**src/rtl/nor_seq_ctrl.sv**
```systemverilog
// Two-requester controller that serves boolean ops through one time-shared NOR gate.
// Requests are arbitrated round-robin; each op runs its NOR passes and then gives a one-cycle result strobe.
module nor_seq_ctrl #(
  parameter int CNT_W = 8
) (
  input  logic             clk,
  input  logic             rst,
  input  logic             req0,
  input  logic             req1,
  input  logic [2:0]       op0,
  input  logic [2:0]       op1,
  input  logic             a0,
  input  logic             b0,
  input  logic             a1,
  input  logic             b1,
  output logic             gnt0,
  output logic             gnt1,
  output logic             busy,
  output logic             done,
  output logic             y,
  output logic             done_id,
  output logic             err,
  output logic [CNT_W-1:0] nor_cnt
);

  localparam logic [2:0] OP_NOTA = 3'b000;
  localparam logic [2:0] OP_NOTB = 3'b001;
  localparam logic [2:0] OP_OR   = 3'b010;
  localparam logic [2:0] OP_AND  = 3'b011;
  localparam logic [2:0] OP_NAND = 3'b100;
  localparam logic [2:0] OP_NOR  = 3'b101;

  typedef enum logic [1:0] {
    IDLE = 2'd0,
    EVAL = 2'd1,
    DONE = 2'd2
  } state_t;

  state_t state, state_nxt;

  logic [2:0]       op_q;
  logic             a_q, b_q, id_q;
  logic [2:0]       step_q;
  logic             t0_q, t1_q;
  logic             last_q;
  logic             done_q, y_q, err_q, id_out_q;
  logic [CNT_W-1:0] cnt_q;

  logic             any_req, take, sel_id, sel_a, sel_b, sel_legal, last_step;
  logic [2:0]       sel_op;
  logic             nor_x, nor_y, nor_out, wr_t0, wr_t1;

  function automatic logic [2:0] pass_count(input logic [2:0] op);
    case (op)
      OP_NOTA, OP_NOTB, OP_NOR: pass_count = 3'd1;
      OP_OR:                    pass_count = 3'd2;
      OP_AND:                   pass_count = 3'd3;
      OP_NAND:                  pass_count = 3'd4;
      default:                  pass_count = 3'd0;
    endcase
  endfunction

  // Round-robin: with both pending, the requester not served last wins.
  always_comb begin
    any_req   = req0 | req1;
    sel_id    = (req0 & req1) ? ~last_q : req1;
    sel_op    = sel_id ? op1 : op0;
    sel_a     = sel_id ? a1 : a0;
    sel_b     = sel_id ? b1 : b0;
    sel_legal = (pass_count(sel_op) != 3'd0);
    take      = (state == IDLE) & any_req;
  end

  assign gnt0 = take & ~rst & ~sel_id;
  assign gnt1 = take & ~rst & sel_id;
  assign busy = (state != IDLE);

  // Operand steering for the single NOR: each op is a fixed pass schedule.
  always_comb begin
    // NOTE: every combinational output gets a default first, otherwise paths that skip an assignment infer latches.
    nor_x = 1'b0;
    nor_y = 1'b0;
    wr_t0 = 1'b0;
    wr_t1 = 1'b0;
    case (op_q)
      OP_NOTA: begin nor_x = a_q; nor_y = a_q; end
      OP_NOTB: begin nor_x = b_q; nor_y = b_q; end
      OP_NOR:  begin nor_x = a_q; nor_y = b_q; end
      OP_OR: begin
        if (step_q == 3'd0) begin
          nor_x = a_q; nor_y = b_q; wr_t0 = 1'b1;
        end else begin
          nor_x = t0_q; nor_y = t0_q;
        end
      end
      OP_AND, OP_NAND: begin
        case (step_q)
          3'd0:    begin nor_x = a_q;  nor_y = a_q;  wr_t0 = 1'b1; end
          3'd1:    begin nor_x = b_q;  nor_y = b_q;  wr_t1 = 1'b1; end
          3'd2:    begin nor_x = t0_q; nor_y = t1_q; wr_t0 = 1'b1; end
          default: begin nor_x = t0_q; nor_y = t0_q; end
        endcase
      end
      default: ;
    endcase
  end

  assign nor_out   = ~(nor_x | nor_y);
  assign last_step = (step_q == pass_count(op_q) - 3'd1);

  always_comb begin
    state_nxt = state;
    case (state)
      IDLE:    if (take) state_nxt = sel_legal ? EVAL : DONE;
      EVAL:    if (last_step) state_nxt = DONE;
      DONE:    state_nxt = IDLE;
      default: state_nxt = IDLE;
    endcase
  end

  always_ff @(posedge clk) begin
    // NOTE: sequential state uses nonblocking assignments only, so every register samples pre-edge values.
    if (rst) begin
      state    <= IDLE;
      op_q     <= 3'd0;
      a_q      <= 1'b0;
      b_q      <= 1'b0;
      id_q     <= 1'b0;
      step_q   <= 3'd0;
      t0_q     <= 1'b0;
      t1_q     <= 1'b0;
      last_q   <= 1'b1;
      done_q   <= 1'b0;
      y_q      <= 1'b0;
      err_q    <= 1'b0;
      id_out_q <= 1'b0;
      cnt_q    <= '0;
    end else begin
      state    <= state_nxt;
      done_q   <= 1'b0;
      y_q      <= 1'b0;
      err_q    <= 1'b0;
      id_out_q <= 1'b0;
      case (state)
        IDLE: begin
          if (take) begin
            op_q   <= sel_op;
            a_q    <= sel_a;
            b_q    <= sel_b;
            id_q   <= sel_id;
            last_q <= sel_id;
            step_q <= 3'd0;
            if (!sel_legal) begin
              done_q   <= 1'b1;
              err_q    <= 1'b1;
              id_out_q <= sel_id;
            end
          end
        end
        EVAL: begin
          if (cnt_q != {CNT_W{1'b1}}) cnt_q <= cnt_q + CNT_W'(1);
          step_q <= step_q + 3'd1;
          if (wr_t0) t0_q <= nor_out;
          if (wr_t1) t1_q <= nor_out;
          if (last_step) begin
            done_q   <= 1'b1;
            y_q      <= nor_out;
            id_out_q <= id_q;
          end
        end
        default: ;
      endcase
    end
  end

  assign done    = done_q;
  assign y       = y_q;
  assign err     = err_q;
  assign done_id = id_out_q;
  assign nor_cnt = cnt_q;

endmodule
```
**config.mk**
```make
export PLATFORM = sky130hd
export DESIGN_NAME = nor_seq_ctrl
export DESIGN_NICKNAME = d
export VERILOG_FILES = /design/src/rtl/nor_seq_ctrl.sv
export SDC_FILE = /design/constraint.sdc
export NUM_CORES = 1
export LEC_CHECK = 0
export CAP_MARGIN = 20
export CORE_UTILIZATION = 47
export CTS_BUF_LIST = sky130_fd_sc_hd__clkbuf_4
export DETAILED_ROUTE_END_ITERATION = 7
export GPL_ROUTABILITY_DRIVEN = 0
export MAX_ROUTING_LAYER = met4
export PLACE_DENSITY = 0.8
export SYNTH_ARGS = -nofsm -noshare
export SYNTH_HDL_FRONTEND = slang
export SYNTH_SLANG_ARGS = --single-unit
```
**constraint.sdc**
```tcl
create_clock -name clk -period 2.15 [get_ports clk]
set_clock_uncertainty 0.2 [all_clocks]
set_input_delay 0.43 -clock clk [delete_from_list [all_inputs] [get_ports clk]]
set_output_delay 0.43 -clock clk [all_outputs]
set_load 0.01 [all_outputs]
```
# --- Word level (Yosys, flattened, before mapping) ---
# Cells that the tools add are included.
totals:
  reg_bits: 26
  output_inout_bits: 15
  word_cells: 100
  in_bits: 14
classes:
  n_addsub: 3
  n_reduce_logical: 21
  muxes: 31
  n_eq_ne: 17
  bitwise: 14
op_table:
  columns: ["operator", "count"]
  rows:
  - ["$pmux 3 s4", 2]
  - ["$eq 3x2->1 const B", 5]
  - ["$mux 1", 15]
  - ["$eq 3x3->1 const B", 4]
  - ["$reduce_and 2->1", 6]
  - ["$reduce_or 2->1", 5]
  - ["$eq 3x1->1 const B", 3]
  - ["$logic_not 3->1", 3]
  - ["$reduce_or 3->1", 3]
  - ["$add 8x1->8 const B", 1]
  - ["$ne 8x8->1 const B", 1]
  - ["$pmux 1 s2", 4]
  - ["$pmux 1 s4", 2]
  - ["$not 1->1", 7]
  - ["$mux 2", 3]
  - ["$mux 3", 2]
  - ["$pmux 3 s2", 1]
  - ["$and 1x1->1", 5]
  - ["$ne 2x2->1 const B", 2]
  - ["$pmux 2 s2", 1]
  - ["$reduce_bool 2->1", 2]
  - ["$add 3x1->3 const B", 1]
  - ["$eq 3x3->1", 1]
  - ["$pmux 1 s3", 1]
  - ["5 further kinds", 6]

# --- Logic depth before layout (Yosys ltp) ---
# Gate-level depths: netlist of run 1.
depth:
  word_depth: 10
  depth_mapped: 7
  ltp_nobuf: 7

# --- Worst setup path before layout of run 1 ---
# OpenSTA, ideal clock, no wires.
synth_timing:
  path_kind: "reg-to-reg"
  startpoint: "register step_q[0]"
  endpoint: "register t0_q"
  period_less_slack_ns: 2.011
  t_required_ns: 1.880
  stages_incl_launch_ff: 8
  n_path_buf: 0
  path_slack_ns: 0.139
  t_arrival_ns: 1.741
  setup_ns: 0.070
  cell_sequence: "dfxtp_1 -> inv_1 -> ha_1 -> a222oi_1 -> a2bb2oi_1 -> nor2_1 -> or3_1 -> a21oi_1"
synth_between:
  elab_chain_len: 5
  elab_cells_between_ends: 16
  cone_classes: "eq/ne (2); mux (9); bitwise (2); reduce/logical (3)"
synth_lines:
  columns: ["item", "line_no", "text"]
  rows:
  - ["start, declared", "43", "logic [2:0] step_q;"]
  - ["start signal, assigned", "162", "step_q <= step_q + 3'd1;"]
  - ["$eq 3x2->1 (tied with other cells)", "97", "case (step_q)"]
  - ["$pmux 1 s3 (tied with other cells)", "97", null]
  - ["$pmux 1 s4 / $mux 1 (equally long branches)", "85, 97", null]
  - ["$or 1x1->1 / $pmux 1 s2 (equally long branches)", "108, 85", null]
  - ["$not 1->1 / $reduce_and 2->1 (equally long branches)", null, null]
  - ["end signal, assigned", "163", "if (wr_t0) t0_q <= nor_out;"]
  - ["end, declared", "44", "logic t0_q, t1_q;"]
# Several ways; a longest one is shown, not always the timed one.
# A chain may end at the register's enable or synchronous reset.

# --- Worst setup path in the final report of run 1 ---
layout_timing:
  startpoint: "input port req1"
  endpoint: "output port gnt0"
layout_between:
  elab_chain_len: 4
  elab_cells_between_ends: 7
  cone_classes: "mux (1); bitwise (6)"
layout_lines:
  columns: ["item", "line_no", "text"]
  rows:
  - ["start, declared", "9", "input logic req1,"]
  - ["$or 1x1->1 / $and 1x1->1 (equally long branches)", "65, 66", null]
  - ["$and 1x1->1 / $mux 1 (equally long branches)", "71, 66", null]
  - ["$and 1x1->1 / $not 1->1 (equally long branches)", "74", "assign gnt0 = take & ~rst & ~sel_id;"]
  - ["$and 1x1->1 (*)", "74", null]
  - ["end, declared", "16", "output logic gnt0,"]
# Every way passes the cells marked *; elsewhere a longest branch is shown, timed or not.

==> run_results.csv, run 1 <==
group,metric,value,unit
run_status,status,"completed",
run,cap_violations,0,
critical_path,timing.critical_path.fanout_max,3,
global_route,grt_usage,0.212,
synth,async_reset_ff_frac,0,
clock_tree,cts_buffer_depth,2,
synth,syn_area,1360,um2
finish,fin_cells,229,
global_route,grt_pass1_wl,5.13,mm
critical_path,worstReg2RegStart,"step_q[0]",
sta,finalSetupViolations,0,
floorplanning,chipWidth,55.8,um
synth,synth.net_count,175,
clock_tree,clk_pin_slew,0.15,ns
place,port_buffers,28,
sta,drv_slew,0,
floorplanning,core,2760,um2
drt,drt_wl_total,3.16,mm
synth,yosys_warnings,0,
global_route,grt_overflow,0,
clock_tree,clkLatencyLatePin,0.33,ns
sta,fin_crit,2.09,ns
drt,dr.pass1.iters,4,
synth,yosysMostFrequentCell,"dfxtp_1",
synth,synth_cell_types,42,
power,p_leak,0.750,nW
synth,yosysSeqAreaShare,0.382,
sta,fin_crit_sh,0.974,
clock_tree,holdBufCountCts,0,
critical_path,reg2regPathDepth,7,
place,place_ws,-0.512,ns
critical_path,reg2reg_to,"t0_q",
floorplanning,fp-row-count,19,
synth,synthCells,156,
clock_tree,numCtsBuffers,3,
critical_path,start_kind,"input port",
critical_path,crit_arrival,1.46,ns
finish,area_growth,35.7,%
synth,ys_seq_elements,26,
synth,yosysTopAreaCell,"dfxtp_1",
synth,netlist.area_leader.share,0.382,
min_path,holdPathEnd,"id_q",
critical_path,cp.required,1.52,ns
clock_tree,cts_htree_levels,1,
min_path,hp-start,"id_q",
power,fin_total_pwr,1.40,mW
synth,yosys-top-cells-area,"dfxtp_1 38%, nor2_1 6.9%, mux2i_1 5.9%, ha_1 4.6%, a21oi_1 3.7%",
sta,slew_headroom,0.733,
global_route,antenna_found_initial,0,
clock_tree,clock-sinks,26,
sta,hold_violations,0,
drt,drtAntennaViolNets,0,
power,cellPowerDensity,756,nW/um2
clock_tree,cts_tree,"done",
min_path,holdPathStages,2,
drt,drt_iter0_drc,55,
finish,stdcell_area,1850,um2
sta,worst_pin_slew,0.401,ns
floorplanning,die_h,55.8,um
floorplanning,floorplan.initialDensity,0.494,
place,numPlacedInstances,223,
synth,netlist_top_cells_count,"26 x dfxtp_1, 25 x nor2_1, 10 x a21oi_1",
global_route,grt_max_degree,17,
finish,final_nets,218,
finish,antenna_cells,0,
drt,routedWlPerCell,13.8,um
sta,finalHoldWorstSlack,0.305,ns
drt,vias,1282,
critical_path,crit_path_end_kind,"output port",
place,postPlaceCellArea,1740,um2
synth,synth_edf_count,0,
critical_path,crit_type,"input port to output port",
place,dp.final_hpwl,2.33,mm
synth,ys.flop_type,"dfxtp_1",
sta,timing.fmax,0.477,GHz
floorplanning,io_pins,29,
synth,avgSynthCellArea,8.73,um2
finish,drive_gt1_frac,0.182,
sta,setup_ws,0.0558,ns
global_route,grt_pass1_vias,1165,
drt,vias_per_cell,5.60,
critical_path,r2r_slack,0.07,ns
floorplanning,die-area,3120,um2
power,vdd_drop_max,0.554,mV
clock_tree,cts_root_buf,"clkbuf_4",
min_path,hold_path_class,"flip-flop to flip-flop",
drt,drc,0,
==> through the flow <==
step                 util  TNS (ns)
floorplan               -         0
global placement    0.629     -1.05
detailed placement  0.629     -1.50
CTS                 0.656   -0.0240
global route        0.670   -0.0538
finish              0.670         0
==> state kept, by name, indices dropped and copies added (netlist names) <==
name	count
t1_q	1
state	2
y	1
t0_q	1
done_id	1
step_q	3
a_q	1
nor_cnt	8
err	1
b_q	1
op_q	3
id_q	1
last_q	1
done	1
==> cell type report <==
| type | instances | area (um2) |
|---|---|---|
| fillers | 223 | 911 |
| flip-flops and latches | 26 | 524 |
| clock buffers | 3 | 22.5 |
| repair buffers | 44 | 393 |
| well taps | 31 | 38.8 |
| multi-input cells | 119 | 820 |
| clock inverters | 1 | 30.0 |
| inverters | 5 | 18.8 |
==> report_power, final <==
| group | switching (mW) | total [mW] | leakage [nW] | internal, mW |
|---|---|---|---|---|
| clock | 0.157 | 0.345 | 0.0279 | 0.189 |
| sequential | 0.0628 | 0.598 | 0.213 | 0.535 |
| combinational | 0.217 | 0.453 | 0.509 | 0.236 |
==> placed cells by master, fill, tap and decap left out, types with 2 or more instances in the layout <==
| cell type | count |
|---|---|
| a211oi_1 | 5 |
| a21o_1 | 3 |
| a21oi_1 | 10 |
| a22oi_1 | 2 |
| buf_2 | 2 |
| buf_4 | 16 |
| clkbuf_4 | 3 |
| clkdlybuf4s50_1 | 25 |
| dfxtp_1 | 25 |
| ha_1 | 4 |
| inv_1 | 4 |
| mux2_2 | 2 |
| mux2i_1 | 8 |
| nand2_1 | 8 |
| nand2b_1 | 4 |
| nand3_1 | 2 |
| nand3b_1 | 2 |
| nand4_1 | 3 |
| nor2_1 | 23 |
| nor2b_1 | 2 |
| nor3_1 | 5 |
| nor3b_1 | 2 |
| o21ai_0 | 3 |
| o21ai_1 | 2 |
| o32ai_1 | 3 |
| or3_1 | 2 |
| xnor2_1 | 3 |
| xor2_1 | 2 |
==> cell families (layout without fill, tap and decap cells) <==
kind of cell / after synthesis / after routing / synth area share
mux: 10 / 10 / 0.0754
fa+ha+maj: 5 / 5 / 0.0460
simple gates: 64 / 64 / 0.237
xor+xnor: 5 / 5 / 0.0322
buf+inv: 11 / 53 / 0.0505
compound gates: 35 / 35 / 0.176
flops: 26 / 26 / 0.382
==> worst max path at each step <==
| stage | slack (ns) | startpoint | cells past startpoint | endpoint |
|---|---|---|---|---|
| after CTS | -0.02 | req1 | 5 | gnt1 |
| after global routing | -0.05 | step_q[1] | 7 | t0_q |
| after floorplan | 0.14 | step_q[0] | 7 | t0_q |
| after global placement | -0.42 | req1 | 5 | gnt1 |
| final | 0.06 | req1 | 5 | gnt0 |
| after detailed placement | -0.51 | req1 | 5 | gnt1 |
==> repair_timing <==
| item | in CTS | in global routing |
|---|---|---|
| pin swaps | 0 | 2 |
| endpoints found under the setup margin | 2 | 4 |
| buffers inserted | 1 | 1 |
| gates resized for setup | 12 | 12 |
==> routing by layer <==
metal  up-vias  routed length, um  global-route usage
li1        647                  -                   -
met1       606               1380               0.260
met2        24               1620               0.361
met3         5                108              0.0209
met4         0                 49              0.0836
met5         -                  0                   -
==> worst max-delay path, cell delays in order <==
cell             delay [ns]
clkdlybuf4s50_1        0.48
buf_4                  0.12
o21ai_1                0.10
nor3_2                 0.18
buf_2                  0.16
Power figures use the tool's default switching activity.
==> run 2: changes to the inputs <==
--- a/config.mk
+++ b/config.mk
@@ -5,7 +5,6 @@
 export SDC_FILE = /design/constraint.sdc
 export NUM_CORES = 1
 export LEC_CHECK = 0
-export CAP_MARGIN = 20
 export CORE_UTILIZATION = 47
 export CTS_BUF_LIST = sky130_fd_sc_hd__clkbuf_4
 export DETAILED_ROUTE_END_ITERATION = 7
==> results of run 2 <==
Same layout as run 1: the final DEF is identical, and so are final timing and power.
==> run 3: changes to the inputs <==
--- a/config.mk
+++ b/config.mk
@@ -11,6 +11,8 @@
 export GPL_ROUTABILITY_DRIVEN = 0
 export MAX_ROUTING_LAYER = met4
 export PLACE_DENSITY = 0.8
+export REMOVE_ABC_BUFFERS = 1
+export SETUP_SLACK_MARGIN = 0.3
 export SYNTH_ARGS = -nofsm -noshare
 export SYNTH_HDL_FRONTEND = slang
 export SYNTH_SLANG_ARGS = --single-unit
==> run 3 against run 2 <==
Compared with the run above: core utilization increased by 4.7 points; global-route usage grew 1.6 points; first-iteration DRC count is 25% lower; flip-flop and latch count unchanged; clock power fell by 2%; final cell count up 3.9%; design area up 7.0%; total power increased by 4.2%.
==> run_results.csv, run 3 (synthesized netlist as in run 1, its figures left out) <==
group,metric,value,unit
sta,timing.fmax,0.505,GHz
critical_path,crit_path_end_kind,"flip-flop",
finish,final_cell_mix,"22 x nor2_1, 22 x buf_4, 13 x dfxtp_1",
critical_path,cp.required,2.22,ns
drt,drc,0,
drt,vias_per_cell,5.64,
global_route,antenna_found_initial,0,
finish,stdcell_area,1980,um2
finish,final_util,0.717,
sta,worst_pin_slew,0.390,ns
floorplanning,chipWidth,55.8,um
critical_path,timing.critical_path.fanout_max,4,
sta,fin_crit,1.98,ns
sta,slew_headroom,0.740,
clock_tree,clock-sinks,26,
global_route,grt_max_degree,22,
drt,drt_wl_total,3.36,mm
sta,hold_violations,0,
clock_tree,clk_pin_slew,0.15,ns
critical_path,cp_slowest_cell,"dfxtp_4",
power,vdd_drop_max,0.653,mV
floorplanning,die_h,55.8,um
clock_tree,cts_buffer_depth,2,
place,postPlaceCellArea,1740,um2
power,cellPowerDensity,736,nW/um2
floorplanning,die-area,3120,um2
floorplanning,fp-row-count,19,
global_route,grt_overflow,0,
finish,fillers,191,
sta,finalSetupViolations,0,
finish,drive_gt1_frac,0.309,
drt,route.met2.wl,1.75,mm
drt,drt_iter0_drc,41,
critical_path,crit_arrival,2.05,ns
clock_tree,cts_htree_levels,1,
critical_path,start_kind,"flip-flop",
clock_tree,cts_tree,"done",
floorplanning,floorplan.initialDensity,0.494,
global_route,grt_pass1_wl,5.58,mm
sta,fin_crit_sh,0.922,
finish,area_growth,45.2,%
finish,seqCellArea,547,um2
finish,final_nets,227,
drt,routedWlPerCell,14.1,um
clock_tree,numCtsBuffers,3,
drt,vias,1343,
clock_tree,cts_root_buf,"clkbuf_4",
floorplanning,core,2760,um2
min_path,hold_path_class,"flip-flop to flip-flop",
drt,dr.pass1.iters,5,
drt,wl_met3,81,um
drt,dr.max_layer_used,"met4",
sta,drv_slew,0,
clock_tree,holdBufCountCts,0,
global_route,grt_usage,0.228,
place,dp.final_hpwl,2.36,mm
sta,timing.setup.tns,0,ns
drt,drt-met1-wl,1.49,mm
finish,largest_register_ffs,8,
finish,antenna_cells,0,
power,fin_total_pwr,1.45,mW
sta,rsz0062_at_grt,"yes",
finish,multi_input_area,842,um2
global_route,grt_pass1_vias,1247,
critical_path,slowest_delay,0.40,ns
critical_path,path_cells,"inv_4 -> ha_2 -> a222oi_1 -> a2bb2oi_2 -> nor2_2 -> or3_1 -> a21oi_1",
critical_path,crit_type,"flip-flop to flip-flop",
drt,drtAntennaViolNets,0,
floorplanning,io_pins,29,
run,cap_violations,0,
place,port_buffers,28,
clock_tree,clkLatencyLatePin,0.32,ns
run_status,status,"completed",
power,p_leak,0.924,nW
[run 3: changes by cell type in the layout (fill, tap and decap cells not counted), sizes merged]
cell           change
clkdlybuf4s50     -14
dlymetal6s2s       +4
buf                +9
dlygate4sd2       +10
[run 3: worst max-delay path: cells and delay by family (launching register included)]
family,cells,cell delay (ns)
compound gates,3,0.70
fa+ha+maj,1,0.17
simple gates,2,0.41
buf+inv,1,0.05
flops,1,0.40
[run 3: per-layer routing]
| metal | vias to the layer above | track usage |
|---|---|---|
| li1 | 669 | - |
| met1 | 641 | 0.269 |
| met2 | 26 | 0.403 |
| met3 | 7 | 0.0256 |
| met4 | 0 | 0.0836 |
| met5 | - | - |
[run 3: path summary, 6_finish.rpt]
| kind | from | end | slack [ns] | cells past startpoint |
|---|---|---|---|---|
| max | step_q[0] | t0_q | 0.17 | 7 |
| min | id_q | id_q | 0.28 | 2 |
| max reg2reg | step_q[0] | t0_q | 0.17 | 7 |
| min reg2reg | id_q | id_q | 0.28 | 2 |
[run 3: cell type report]
type	instances	area share
clock buffers	3	0.0114
multi-input cells	119	0.426
well taps	31	0.0196
clock inverters	1	0.0152
repair buffers	53	0.241
inverters	5	0.0108
flip-flops and latches	26	0.277
[run 3: power by group]
group          leakage, nW  switching (mW)  internal (mW)  total [mW]
combinational        0.677           0.239          0.275       0.514
clock               0.0279           0.150          0.188       0.339
sequential           0.219          0.0664          0.535       0.602
total                0.924           0.456          0.999        1.45
[run 3: metrics by stage]
step / std cells / hold slack, ns / setup WS (ns)
6_report: 238 / 0.280 / 0.168
5_1_grt: 238 / 0.300 / 0.0562
4_1_cts: 236 / 0.268 / 0.145
3_5_place_dp: 224 / 0.248 / -0.523
3_3_place_gp: 224 / 0.248 / -0.400
2_1_floorplan: 150 / 0.225 / -0.135
[run 3: repair_timing]
action                                  CTS  global route
endpoints found under the setup margin   18            12
setup buffers                             8             2
hold endpoints to repair                  0             0
gates resized for setup                  50            16
gates cloned                              0             0
pin swaps                                 7             3
==> RTL edit 1: new RTL, settings of run 2 <==
The parameter `CNT_W` goes from 8 to 10.
--- a/src/rtl/nor_seq_ctrl.sv
+++ b/src/rtl/nor_seq_ctrl.sv
@@ -3,3 +3,3 @@
 module nor_seq_ctrl #(
-  parameter int CNT_W = 8
+  parameter int CNT_W = 10
 ) (
Ports: changed (resized nor_cnt); port bits go from 29 to 31. No check against the original RTL was run, so the function may have changed too.
==> RTL edit 1 against run 2 <==
Area after synthesis increased by 7.1%; design area increased by 5.3%; routed wire length increased by 9.9%; clock power about the same; total power increased by 3.6%; worst setup slack improved by 0.0067 ns; utilization increased by 1.2 points; final cell count increased by 6.1%; hold slack got worse by 0.018 ns; non-clock buffer count increased by 1; sequential cell count increased by 2; global-route usage increased by 1.2 points.
==> RTL edit 1: results (changes against run 2) <==
stage	metric	value	unit	change
yosys	synth_cell_types	44		was 42
routing	wl_per_cell	14.3	µm	was 13.8 µm
final_layout	num-nonclk-inverters	3		was 5
routing	wl	3480	µm	was 3160 µm
pwr	powerSeq	0.636	mW	was 0.598 mW
pwr	power_leakage	0.742	nW	was 0.750 nW
final_layout	layout.nets	232		was 218
timing	holdWs	0.287	ns	was 0.305 ns
final_layout	nFillCells	243		was 223
place	placement.cell_area	1870	µm²	was 1740 µm²
pwr	power_switching_share	31.0	%	was 31.3%
routing	num_vias	1404		was 1,282
final_layout	seqCellArea	564	µm²	was 524 µm²
setup_path	timing.critical_path.fanout_max	2		was 3
setup_path	critPathLaunch	req0		was req1
setup_path	rr_startpoint	step_q[1]		was step_q[0]
clock_network	cts.sinks	28		was 26
place	port-buffer-count	30		was 28
setup_path	regToRegSetupSlack	0.11	ns	was 0.07 ns
yosys	synthesis.instances	170		was 156
yosys	postSynthNetCount	189		was 175
final_layout	syn2layout_area_growth	33.4	%	was 35.7%
final_layout	fin_area	1940	µm²	was 1850 µm²
pwr	design_power_total	1.45	mW	was 1.40 mW
final_layout	number_of_flip_flops_under_the_largest_register_name	10		was 8
grt	grt_util_all_layers	22.4	%	was 21.2%
yosys	synthTopCellsByArea	dfxtp_1 38%, mux2i_1 6.2%, nor2_1 6.2%		was dfxtp_1 38%, nor2_1 6.9%, mux2i_1 5.9%
run_status	result_of_the_run	finished clean		unchanged
timing	timing.max_slew.rel_slack	67.9	%	was 73.3%
place	detailedPlacementHpwl	2600	µm	was 2330 µm
pwr	powerComb	0.463	mW	was 0.453 mW
timing	fin_ws	0.0624	ns	was 0.0558 ns
grt	first_global_vias	1395		was 1,165
yosys	ys_top_cells_by_count	28 x dfxtp_1, 24 x nor2_1, 13 x nand2_1		was 26 x dfxtp_1, 25 x nor2_1, 10 x a21oi_1
place	placed_cells	238		was 223
yosys	synth_compound_area_share	17.2	%	was 17.6%
pwr	ir_worst_vdd	0.000377	V	was 0.000554 V
yosys	yosys.area_share.xor_xnor	4.21	%	was 3.22%
yosys	yosys-mux-area-fraction	6.18	%	was 7.54%
[RTL edit 1: cell count changes in the layout (fill, tap and decap cells not counted), moves of 2 or more]
cell and delta:
nand3_1 +3, inv_1 -2, o21bai_1 +2, nand2b_1 +2, nand2_1 +5, nor2b_1 +3, a21oi_1 -3, xor2_1 +3
dfxtp_1 +2, a22oi_1 -2, and3_1 +2, mux2_2 -2, a21o_1 -2, clkdlybuf4s50_1 +2
[RTL edit 1: worst min-delay path: stages (launching register included)]
cell	delay (ns)
dfxtp_1	0.35
nand2_1	0.05
a21oi_1	0.06
[RTL edit 1: timing repair]
item                       4_1_cts  5_1_grt
pin swaps                        0        2
resized for setup               12        7
hold buffers                     0        0
gates cloned                     0        0
setup endpoints to repair        4        3
hold endpoints to repair         0        0
setup buffers                    0        1
[RTL edit 1: per-layer routing]
metal	wire (µm)	GRT usage (%)	share of wire, %
met5	0	-	0
met4	43	7.82	1.2
met3	103	3.13	3.0
met2	1930	42.5	56
met1	1400	23.6	40
==> RTL edit 2: new RTL, flow settings as in run 2 <==
Without the edit above. Encoding of `state_t`: now one-hot (3 bits for 3 states).
--- a/src/rtl/nor_seq_ctrl.sv
+++ b/src/rtl/nor_seq_ctrl.sv
@@ -32,6 +32,6 @@
 
-  typedef enum logic [1:0] {
-    IDLE = 2'd0,
-    EVAL = 2'd1,
-    DONE = 2'd2
+  typedef enum logic [2:0] {
+    IDLE = 3'b001,
+    EVAL = 3'b010,
+    DONE = 3'b100
   } state_t;
Check against the original RTL: no difference found for any inputs over 10 cycles, from zero or initial values and one cycle with rst high; not proved beyond that.
==> RTL edit 2 against run 2 <==
Critical path type is now register to output port; total power decreased by 21%; first-iteration DRC count decreased by 22%; routed wire length increased by 3.8%; area after synthesis increased by 1.7%; sequential cell count increased by 1; clock power decreased by 30%; design area decreased by 0.34%; worst setup slack improved by 0.017 ns.
==> RTL edit 2: results (changes against run 2) <==
stage	metric	value	unit	change
run_status	result_of_the_run	finished clean		unchanged
timing	holdWs	0.284	ns	was 0.305 ns
routing	route.met2.wl	1650	µm	was 1620 µm
routing	detail_route.wirelength.met1	1480	µm	was 1380 µm
yosys	synth_sequential_area_ratio	39.1	%	was 38.2%
setup_path	rr_startpoint	step_q[1]		was step_q[0]
routing	met3RoutedLength	74	µm	was 108 µm
pwr	ir_worst_vdd	0.000434	V	was 0.000554 V
setup_path	regToRegSetupSlack	0.15	ns	was 0.07 ns
clock_network	clkLatencyLatePin	0.35	ns	was 0.33 ns
yosys	ys_top_cells_by_count	27 x dfxtp_1, 20 x nor2_1, 11 x nand2_1		was 26 x dfxtp_1, 25 x nor2_1, 10 x a21oi_1
yosys	postSynthNetCount	177		was 175
grt	wire_length_of_the_first_global_routing_pass	5390	µm	was 5130 µm
grt	groute.layer.met3.usage	2.76	%	was 2.09%
routing	wl	3280	µm	was 3160 µm
setup_path	timing.critical_path.to	gnt1		was gnt0
place	detailedPlacementHpwl	2370	µm	was 2330 µm
pwr	switching_power	0.352	mW	was 0.436 mW
pwr	comb_power_share	26.2	%	was 32.4%
timing	tightestPinTransition	0.504	ns	was 0.401 ns
timing	timing.final.crit_period	2.08	ns	was 2.09 ns
pwr	power_leakage	0.703	nW	was 0.750 nW
final_layout	layout-drive-gt1-share	18.3	%	was 18.2%
routing	via_per_inst	5.73		was 5.60
setup_path	critPathLaunch	state[2]		was req1
final_layout	syn2layout_area_growth	33.0	%	was 35.7%
final_layout	layout.nets	217		was 218
pwr	power-per-cell-area	601	nW/µm²	was 756 nW/µm²
## RTL edit 2: cell count changes after synthesis, moves of 3 or more
cell and delta:
clkbuf_1 +5, nor2_1 -5, nand2b_1 -4, nand3_1 +3, o32ai_1 -3
## RTL edit 2: worst max-delay path: stages, from the launching register on
cell     delay, ns
dfxtp_2       0.38
nor3b_4       0.26
buf_4         0.16
nand2_2       0.05
nor2_2        0.12
buf_2         0.14
## RTL edit 2: area by class of cell
class	instances	share of cell area [%]
multi-input cells	117	44.5
flip-flops and latches	27	29.8
repair buffers	43	20.8
well taps	31	2.11
clock buffers	3	1.22
inverters	6	1.22
clock inverters	1	0.408
## RTL edit 2: cell families after synthesis
logic type | count (synthesis) | synth area share, %
and+or+nand+nor | 57 | 20.5
AOI/OAI and AO/OA | 42 | 23.1
DFF | 27 | 39.1
buffers and inverters | 14 | 3.98
xor gates and xnor gates | 7 | 4.43
muxes | 6 | 4.34
adders and majority gates | 5 | 4.52
